## src/rtl/wb_host_arb_pkg.sv

```systemverilog
// Shared types and constants for the round-robin Wishbone host arbiter.
package wb_host_arb_pkg;

    typedef enum logic [1:0] {
        ST_IDLE  = 2'd0,
        ST_BUSY  = 2'd1,
        ST_ABORT = 2'd2
    } arb_state_e;

    localparam int NUM_M_MAX   = 4;
    localparam int TMO_CYC_DEF = 200;

endpackage

```

## src/rtl/wb_rr_pick.sv

```systemverilog
// Combinational round-robin picker: first requester after 'last', wrapping.
module wb_rr_pick
    import wb_host_arb_pkg::*;
#(
    parameter int NUM_M = 2,
    parameter int IW    = $clog2(NUM_M)
) (
    input  logic [NUM_M-1:0] req_i,
    input  logic [IW-1:0]    last_i,
    output logic [NUM_M-1:0] pick_o,
    output logic [IW-1:0]    pick_idx_o
);

    logic [IW-1:0] cand;

    always_comb begin
        // NOTE: every output gets a default before the loop so no latch is inferred.
        pick_o     = '0;
        pick_idx_o = '0;
        cand       = '0;
        // Scan farthest-to-nearest so the nearest requester after 'last' overrides.
        for (int k = NUM_M_MAX; k >= 1; k--) begin
            if (k <= NUM_M) begin
                cand = IW'((int'(last_i) + k) % NUM_M);
                if (req_i[cand]) begin
                    pick_o       = '0;
                    pick_o[cand] = 1'b1;
                    pick_idx_o   = cand;
                end
            end
        end
    end

endmodule

```

## src/rtl/wb_host_arb.sv

```systemverilog
// Round-robin Wishbone arbiter with per-CYC grant lock and a no-response watchdog.
module wb_host_arb
    import wb_host_arb_pkg::*;
#(
    parameter int NUM_M   = 2,
    parameter int AW      = 32,
    parameter int DW      = 32,
    parameter int TMO_W   = 8,
    parameter int TMO_CYC = TMO_CYC_DEF
) (
    input  logic                  wb_clk_i,
    input  logic                  wb_rst_i,
    input  logic [NUM_M-1:0]      m_cyc_i,
    input  logic [NUM_M-1:0]      m_stb_i,
    input  logic [NUM_M-1:0]      m_we_i,
    input  logic [NUM_M*AW-1:0]   m_adr_i,
    input  logic [NUM_M*DW-1:0]   m_dat_i,
    input  logic [NUM_M*DW/8-1:0] m_sel_i,
    output logic [DW-1:0]         m_dat_o,
    output logic [NUM_M-1:0]      m_ack_o,
    output logic [NUM_M-1:0]      m_err_o,
    output logic                  s_cyc_o,
    output logic                  s_stb_o,
    output logic                  s_we_o,
    output logic [AW-1:0]         s_adr_o,
    output logic [DW-1:0]         s_dat_o,
    output logic [DW/8-1:0]       s_sel_o,
    input  logic [DW-1:0]         s_dat_i,
    input  logic                  s_ack_i,
    input  logic                  s_err_i,
    output logic [NUM_M-1:0]      gnt_o
);

    localparam int SW = DW / 8;
    localparam int IW = $clog2(NUM_M);

    arb_state_e       state_q, state_d;
    logic [NUM_M-1:0] gnt_q, gnt_d;
    logic [IW-1:0]    last_q, last_d;
    logic [TMO_W-1:0] tmo_q, tmo_d;
    logic [NUM_M-1:0] pick;
    logic [IW-1:0]    pick_idx;
    logic             wait_rsp;

    wb_rr_pick #(.NUM_M(NUM_M), .IW(IW)) u_pick (
        .req_i     (m_cyc_i),
        .last_i    (last_q),
        .pick_o    (pick),
        .pick_idx_o(pick_idx)
    );

    // last_q doubles as the granted master index while BUSY or ABORT.
    assign wait_rsp = m_stb_i[last_q] & ~s_ack_i & ~s_err_i;

    always_ff @(posedge wb_clk_i or posedge wb_rst_i) begin
        if (wb_rst_i) begin
            state_q <= ST_IDLE;
            gnt_q   <= '0;
            last_q  <= IW'(NUM_M - 1);
            tmo_q   <= '0;
        end else begin
            // NOTE: non-blocking so every register samples pre-edge values.
            state_q <= state_d;
            gnt_q   <= gnt_d;
            last_q  <= last_d;
            tmo_q   <= tmo_d;
        end
    end

    always_comb begin
        state_d = state_q;
        gnt_d   = gnt_q;
        last_d  = last_q;
        tmo_d   = '0;
        case (state_q)
            ST_IDLE: begin
                if (|m_cyc_i) begin
                    state_d = ST_BUSY;
                    gnt_d   = pick;
                    last_d  = pick_idx;
                end
            end
            ST_BUSY: begin
                if (!m_cyc_i[last_q]) begin
                    state_d = ST_IDLE;
                    gnt_d   = '0;
                end else if (wait_rsp) begin
                    if (tmo_q == TMO_W'(TMO_CYC - 1)) state_d = ST_ABORT;
                    else                              tmo_d   = tmo_q + TMO_W'(1);
                end
            end
            default: begin
                state_d = ST_IDLE;
                gnt_d   = '0;
            end
        endcase
    end

    always_comb begin
        s_cyc_o = 1'b0;
        s_stb_o = 1'b0;
        s_we_o  = 1'b0;
        s_adr_o = '0;
        s_dat_o = '0;
        s_sel_o = '0;
        m_ack_o = '0;
        m_err_o = '0;
        m_dat_o = s_dat_i;
        gnt_o   = gnt_q;
        case (state_q)
            ST_BUSY: begin
                s_cyc_o         = 1'b1;
                s_stb_o         = m_stb_i[last_q];
                s_we_o          = m_we_i[last_q];
                s_adr_o         = m_adr_i[int'(last_q)*AW +: AW];
                s_dat_o         = m_dat_i[int'(last_q)*DW +: DW];
                s_sel_o         = m_sel_i[int'(last_q)*SW +: SW];
                m_ack_o[last_q] = s_ack_i;
                m_err_o[last_q] = s_err_i;
            end
            ST_ABORT: m_err_o[last_q] = 1'b1;
            default: ;
        endcase
    end

endmodule
```

## config.mk

```make
export PLATFORM = sky130hd
export DESIGN_NAME = wb_host_arb
export DESIGN_NICKNAME = d
export VERILOG_FILES = /design/src/rtl/wb_host_arb_pkg.sv /design/src/rtl/wb_rr_pick.sv /design/src/rtl/wb_host_arb.sv
export SDC_FILE = /design/constraint.sdc
export NUM_CORES = 1
export LEC_CHECK = 0
export BUFFER_PORTS_ARGS = -buffer_cell sky130_fd_sc_hd__buf_2
export CAP_MARGIN = 10
export CORE_AREA = 3 3 111 113
export DETAILED_ROUTE_END_ITERATION = 16
export DIE_AREA = 0 0 114 116
export GPL_TIMING_DRIVEN = 0
export MAX_ROUTING_LAYER = met4
export SETUP_SLACK_MARGIN = 0.02
export SYNTH_ARGS = -nofsm -noshare
export SYNTH_HDL_FRONTEND = slang
export SYNTH_SLANG_ARGS = --single-unit
```

## constraint.sdc

```tcl
create_clock -name wb_clk_i -period 3.6 [get_ports wb_clk_i]
set_clock_uncertainty 0.2 [all_clocks]
set_input_delay 0.36 -clock wb_clk_i [delete_from_list [all_inputs] [get_ports wb_clk_i]]
set_output_delay 0.36 -clock wb_clk_i [all_outputs]
set_load 0.05 [all_outputs]
```

==> impl_results.md, run 1 <==
* Clk pwr share at 0.064
* Post-Route WL at 8.56 mm
* DRT iter0 DRCs at 46
* Hold slack at approximately 220 ps
* Crit-path slowest cell: clkbuf_1
* Multi-input combinational cell area at 0.00152 mm2
* Ys Warns at 0
* CTS clk-pin slew, worst paths at approximately 40 ps
* Die H at 116 um
* TritonRoute pass-1 iters at 4
* Fin. max-slew vios at 0
* Unrepaired setup endpoints after global routing: no
* Starting density of the core at 0.192
* Global route overflow at 0
* Peak Freq at 340 MHz
* Hold Vio Cnt, Final at 0
* Clock Tree Root: clkbuf_16
* First-pass GRT wire length at 11.8 mm
* Htree depth at 1
* Seq/Total Area, Yosys at 0.149
* WS Path Type: register to primary output
* All-Layer GR Usage at 0.111
* Share of layout cells above drive strength 1 at 0.584
* Residual DRC count at 0
* Row cnt at 39
* Setup TNS at 0 ps
* Period utilization at 0.816
* Gpl congestion at ~0.8
* TritonCTS clock tree: done
* # diodes at 0
* Maximum vdd drop at 0.402 mV
* Buffers on Ports at 254
* Startpoint Class: register
* Number of global-route vias before repair at between 2000 and 3000
* Boundary pin count at 287
* Yosys cell types at 31
* Slew @ Worst Pin at ~600 ps
* Most common flop cell mapped by yosys: dfrtp_1
* Comb power frac at 0.880
* Setup Buffers After CTS at 0
* Part of the power in registers at 0.056
* Clock Path Buffers at 2
* Register Area at 327 um2
* Clk sink count at 13
* Final Non-Filler Cells at 667
* Asr flop ratio synth at 1.00
* Via count at 2741
* Yosys reg bits at 13
* Max Cap Violations at 0
* # fillers at roughly 1200
* Largest net degree at the start of global routing at 14
* Fin nets at between 700 and 800
* Cell taking the most area after synthesis: mux2i_1
* CP Cell Sequence: inv_1 > ha_1 > clkbuf_1 > clkbuf_1 > nor2b_1 > buf_2
* Worst EP arrival at around 2400 ps
* Top cells by area, synth: mux2i_1, nor2b_1, dfrtp_1
* Post-DR wirelength/cell at about 13 um
* Core area at 0.0114 mm2
* Mapped Area at ~0.0022 mm2
* Cell mode on critical path: clkbuf_1
* Setup crit end kind: primary output
* Clk_lat worst skew at roughly 240 ps
* Number of synthesized flops with an enable pin at 0
* P&R area growth vs syn at 70.3%
* Routed Antenna Nets at 0
* LEAKAGE at 0.00214 uW
* Slew HR at 0.589
* CP required at 3040 ps
* Final setup fails at 0
* TritonCTS Buffers at 3
* Top cell type's share of synthesized area at 0.320
* Worst Hold Class: primary input to register
* Die area at roughly 0.013 mm2
* Syn Nets at 447
* Switch share at 0.649
* Worst path max stage delay at 500 ps
* Vias/cell at 4.11
* Internal Pwr Total at 1130 uW
* Switch Pwr at 2090 uW
* Die extent in x at 114 um
* Cells after DPL at 662
* Final Critical Period at 2940 ps
* PD cells at 865 mW/mm2
* Cells after Synth at 265
* Antenna violations before repair at 0
* Crit-path max FO at 10
* Hpwl dp at 7.61 mm
* Status: complete, no violations
* Avg Inst Size Synth at 8.26 um2
## cell usage in the layout (no fill, tap or decap), types with 2 or more instances in the layout
cell type	synthesis	final
buf_2	9	263
nor2b_1	71	71
mux2i_1	70	70
buf_4	33	33
dfrtp_1	12	12
clkbuf_1	8	9
inv_1	6	6
nand2_1	6	6
nor2_1	5	5
nor2_2	5	5
o21ai_0	4	4
xor2_1	4	4
ha_1	4	4
nor3b_1	3	3
a21oi_1	3	3
clkbuf_16	0	3
or3_1	2	2
maj3_1	2	2
o2bb2ai_1	2	2
and3_1	2	2
nand3_1	2	2
xnor2_1	2	2
## path summary, 6_finish.rpt
kind	start	endpoint	slack, ps	cells after the start
max in group asynchronous	wb_rst_i	last_q	2360	3
min reg2reg	tmo_q[0]	tmo_q[0]	290	1
min in group asynchronous	wb_rst_i	state_q[1]	480	3
max reg2reg	last_q	tmo_q[7]	1730	6
min	m_cyc_i[1]	last_q	220	3
max	state_q[1]	s_sel_o[1]	660	6
## synth_stat cells, drive strengths merged, types with 2 or more instances
master,n
inv,6
maj3,2
nand2,6
o21ai,4
nor2,10
nor2b,71
buf,42
clkbuf,8
xnor2,2
o2bb2ai,2
nor3b,3
xor2,4
nand3,2
dfrtp,12
ha,4
mux2i,70
and3,2
or3,2
a21oi,3
## timing repair
item | 4_1_cts | 5_1_grt
resized for setup | 0 | 0
endpoints found under the setup margin | 0 | 0
hold buffers | 1 | 0
endpoints found under the hold margin | 12 | 0
## worst max-delay path: cells and delay by family (launching register included)
kind	cells	cell delay, ps
adders and majority gates	1	200
DFF	1	390
buffers and inverters	4	1320
and+or+nand+nor	1	210
## stage by stage
step | power, uW | area (um2) | utilization | setup slack, ps
global placement | 3030 | 3640 | 0.319 | 833
global route | 3400 | 3730 | 0.327 | 408
detailed placement | 3050 | 3640 | 0.319 | 802
floorplan | 2410 | 2190 | - | 507
CTS | 3270 | 3730 | 0.327 | 548
finish | 3230 | 3730 | 0.327 | 662
## logic make-up (layout without fill, tap and decap cells)
kind of cell	count (synthesis)	in the layout	synth area share
buffers and inverters	56	315	0.158
flip-flops	13	13	0.149
multiplexers	71	71	0.325
adder cells (fa/ha/maj)	6	6	0.0320
AND/OR/NAND/NOR	102	102	0.282
XOR/XNOR	6	6	0.0240
AO/OA/AOI/OAI	11	11	0.0303
## power by group through the flow
stage	logic (uW)	clock network [uW]	registers (uW)
finish	2840	205	181
global route	3000	220	183
CTS	2880	210	182
detailed placement	2870	0	184
global placement	2850	0	184
floorplan	2210	0	208
## layout make-up
cell class,instances,area share
plain buffers,50,0.0866
clock buffers,4,0.0211
inverters,6,0.00604
multi-input cells,196,0.407
flip-flops and latches,13,0.0876
well taps,143,0.0480
repair buffers,255,0.344
## flip-flops by register name (all words and copies together) (netlist names)
name     cells
last_q       1
gnt_o        2
state_q      2
tmo_q        8
## layer usage
metal | track usage | vias up | wire (um)
met5 | - | - | 0
met4 | 0.0190 | 0 | 48
met3 | 0.00783 | 4 | 789
met2 | 0.203 | 158 | 4340
met1 | 0.136 | 1209 | 3370
li1 | - | 1370 | -
Note: power is estimated with default switching activity, not from simulation.
==> run 2, diff against run 1 <==
- ABC_AREA: unset -> 1
- CORE_AREA: 3 3 111 113 -> 3 3 109 111
- DIE_AREA: 0 0 114 116 -> 0 0 112 114
- clock period: 3.6 -> 2.8 ns (I/O delays scaled with it)
==> impl_results.md, run 2 <==
* Status: complete, no violations
* Post-Synth XOR/XNOR Area at 0.00880 (-0.0152)
* Top reg by flops: tmo_q
* Fin nets at 809 (+14%)
* CP top delay family: buffers and inverters
* Post-synth top cells: nand2_1, a21oi_1, buf_4
* Via count at 3150 (+15%)
* Clk sink count at 13 (unchanged)
* Largest net degree at the start of global routing at 14 (unchanged)
* CP required at 2320 ps (-720 ps)
* Antenna violations before repair at 0 (unchanged)
* Commonest non-fill, non-tap cell in the layout: buf_2
* Cell mode on critical path: buf_2
* All-Layer GR Usage at 0.154 (+0.0430)
* Multi-input combinational cell area at 0.00125 mm2 (-17%)
* Slew HR at 0.662 (+0.0723)
* Asr flop ratio synth at 1.00 (unchanged)
* Seq/Total Area, Yosys at 0.164 (+0.0149)
* Clock Path Buffers at 2 (unchanged)
* Cells after DPL at 761 (+15%)
* Routing usage on met3 at 0.0207 (+0.0129)
* Setup Buffers After CTS at 0 (unchanged)
* Synth Area in Compound Gates at 0.201 (+0.171)
* Largest family of logic cells by synthesized area: simple AND/OR/NAND/NOR gates
* # diodes at 0 (unchanged)
* Top cells by area, synth: nand2_1, a21oi_1, dfrtp_1
* Worst path bufs/invs at 3 (-1)
* DRT iter0 DRCs at 238 (+420%)
* M1 GR Usage at 0.188 (+0.0524)
* Post-DR wirelength/cell at 13.8 um (+7.9%)
* WS Path Type: register to primary output
* Worst Hold Class: primary input to register
* Yosys reg bits at 13 (unchanged)
* Count leader, synth: nand2_1
* Number of global-route vias before repair at 2886 (+13%)
* Register Area at 327 um2 (unchanged)
* Peak Freq at ~400 MHz
* CP Cell Sequence: buf_2 > buf_2 > nand2_1 > a21oi_1 > buf_2
* Htree depth at 1 (unchanged)
* Setup TNS at 0 ps (unchanged)
* Maximum vdd drop at 0.428 mV (+6.5%)
* TritonCTS clock tree: done
* LEAKAGE at 0.00211 uW (-1.3%)
* CTS clk-pin slew, worst paths at 50 ps (about the same)
* P&R area growth vs syn at 75.5%
* Global route overflow at 0 (unchanged)
* TritonRoute pass-1 iters at 4 (unchanged)
* Cells after Synth at 367 (+38%)
* Final Critical Period at 2540 ps
* Hpwl dp at 8.84 mm (+16%)
* Die area at 0.0128 mm2 (-3.4%)
* Worst path max stage delay at 560 ps (+60 ps)
* Max Cap Violations at 0 (unchanged)
* Die H at 114 um (-1.7%)
* Post-synthesis adder-cell area fraction at 0.0251 (-0.00686)
* Vias/cell at 4.11 (about the same)
* Max FFs per register at 8 (unchanged)
* Clock Tree Root: clkbuf_8
* Hold Vio Cnt, Final at 0 (unchanged)
* # fillers at 1235 (+3.3%)
* Core area at 0.0109 mm2 (-4.6%)
* Starting density of the core at 0.183 (-0.00893)
* Most frequent cells in the layout: buf_2, nand2_1, a21oi_1
* Final setup fails at 0 (unchanged)
* First-pass GRT wire length at 15.5 mm (+32%)
* Die extent in x at 112 um (-1.8%)
* Top cell type's share of synthesized area at 0.309 (-0.0108)
* Most Used Layer, Global Route: met2
* Ys Warns at 0 (unchanged)
* Avg Inst Size Synth at 5.42 um2 (-34%)
* PD cells at 1180 mW/mm2 (+37%)
* Met2 Resource Use GR at 0.277 (+0.0744)
* Routed Antenna Nets at 0 (unchanged)
* Mux share of post-synthesis cell area at 0 (-0.325)
* Crit-path slowest cell: dfstp_2
* Setup crit end kind: primary output
* Yosys cell types at 23 (-26%)
* TritonCTS Buffers at 3 (unchanged)
* Post-Route WL at 10.6 mm (+24%)
* Slew @ Worst Pin at 507 ps (-109 ps)
* Period utilization at 0.906
* Crit-path max FO at 10 (unchanged)
* Boundary pin count at 287 (unchanged)
* Share of layout cells above drive strength 1 at 0.497 (-0.0872)
* Most common flop cell mapped by yosys: dfrtp_1
* Startpoint Class: register
* Number of synthesized flops with an enable pin at 0 (unchanged)
* Final Non-Filler Cells at 766 (+15%)
* Mapped Area at 0.00199 mm2 (-9.1%)
* Syn Nets at 549 (+23%)
* Gpl congestion at 0.870 (+9.8%)
* Synth Area in Simple Gates at 0.395 (+0.114)
* Residual DRC count at 0 (unchanged)
* Row cnt at 38 (-2.6%)
* Unrepaired setup endpoints after global routing: no
* Buffers on Ports at 254 (unchanged)
* Worst EP arrival at 2060 ps (-320 ps)
* Cell taking the most area after synthesis: nand2_1
* Clk_lat worst skew at 250 ps (about the same)
* Fin. max-slew vios at 0 (unchanged)
## run 2: worst register-to-register path: cells and delay by family (launching register included)
family                 cells  cell delay [ps]
AOI/OAI and AO/OA          1              140
DFF                        1              560
buffers and inverters      3              690
## run 2: what timing repair did
| action | 4_1_cts | 5_1_grt |
|---|---|---|
| endpoints found under the hold margin | 12 | 0 |
| resized for setup | 0 | 2 |
| setup endpoints to repair | 0 | 1 |
| hold buffers | 1 | 0 |
## run 2: layer usage
metal	up-vias	wire length, um
met2	120	5620
met1	1377	4200
met5	-	0
met4	0	58
li1	1648	-
met3	5	720
## run 2: final timing paths
check                            from     endpoint  slack (ps)  cells past startpoint
setup / recovery               last_q  s_adr_o[29]         260                      5
hold / removal             m_cyc_i[0]     gnt_o[1]         170                      4
hold reg to reg              tmo_q[0]     tmo_q[0]         260                      1
max in group asynchronous    wb_rst_i       last_q        1630                      3
setup reg to reg               last_q       last_q        1160                      4
min in group asynchronous    wb_rst_i   state_q[0]         410                      3
## run 2: kinds of logic (layout without fill, tap and decap cells)
kind of cell,count (synthesis),in the layout
compound gates,80,80
xor+xnor,2,2
fa+ha+maj,4,4
buf+inv,72,331
flops,13,13
simple gates,196,196
## run 2: final cells by class
class                           count  area share
Multi-Input combinational cell    282       0.359
Buffer                             55      0.0992
Timing Repair Buffer              255       0.367
Tap cell                          140      0.0501
Inverter                           17      0.0183
Clock buffer                        4      0.0129
Sequential cell                    13      0.0935
## run 2: stage by stage
step | power, uW | hold slack [ps] | setup WS (ps) | area (um2) | util
6_report | 4140 | 170 | 265 | 3490 | 0.321
5_1_grt | 4430 | 220 | 123 | 3490 | 0.321
4_1_cts | 4190 | 167 | 136 | 3490 | 0.321
3_5_place_dp | 4010 | 131 | 414 | 3440 | 0.316
3_3_place_gp | 4020 | 124 | 411 | 3440 | 0.316
2_1_floorplan | 3040 | -43.8 | 51.5 | 1990 | -
## run 2: report_power, final
| part | switching, uW | internal [uW] | total, uW |
|---|---|---|---|
| Sequential | 21.8 | 224 | 246 |
| Combinational | 2930 | 793 | 3720 |
| Clock | 67.8 | 101 | 168 |
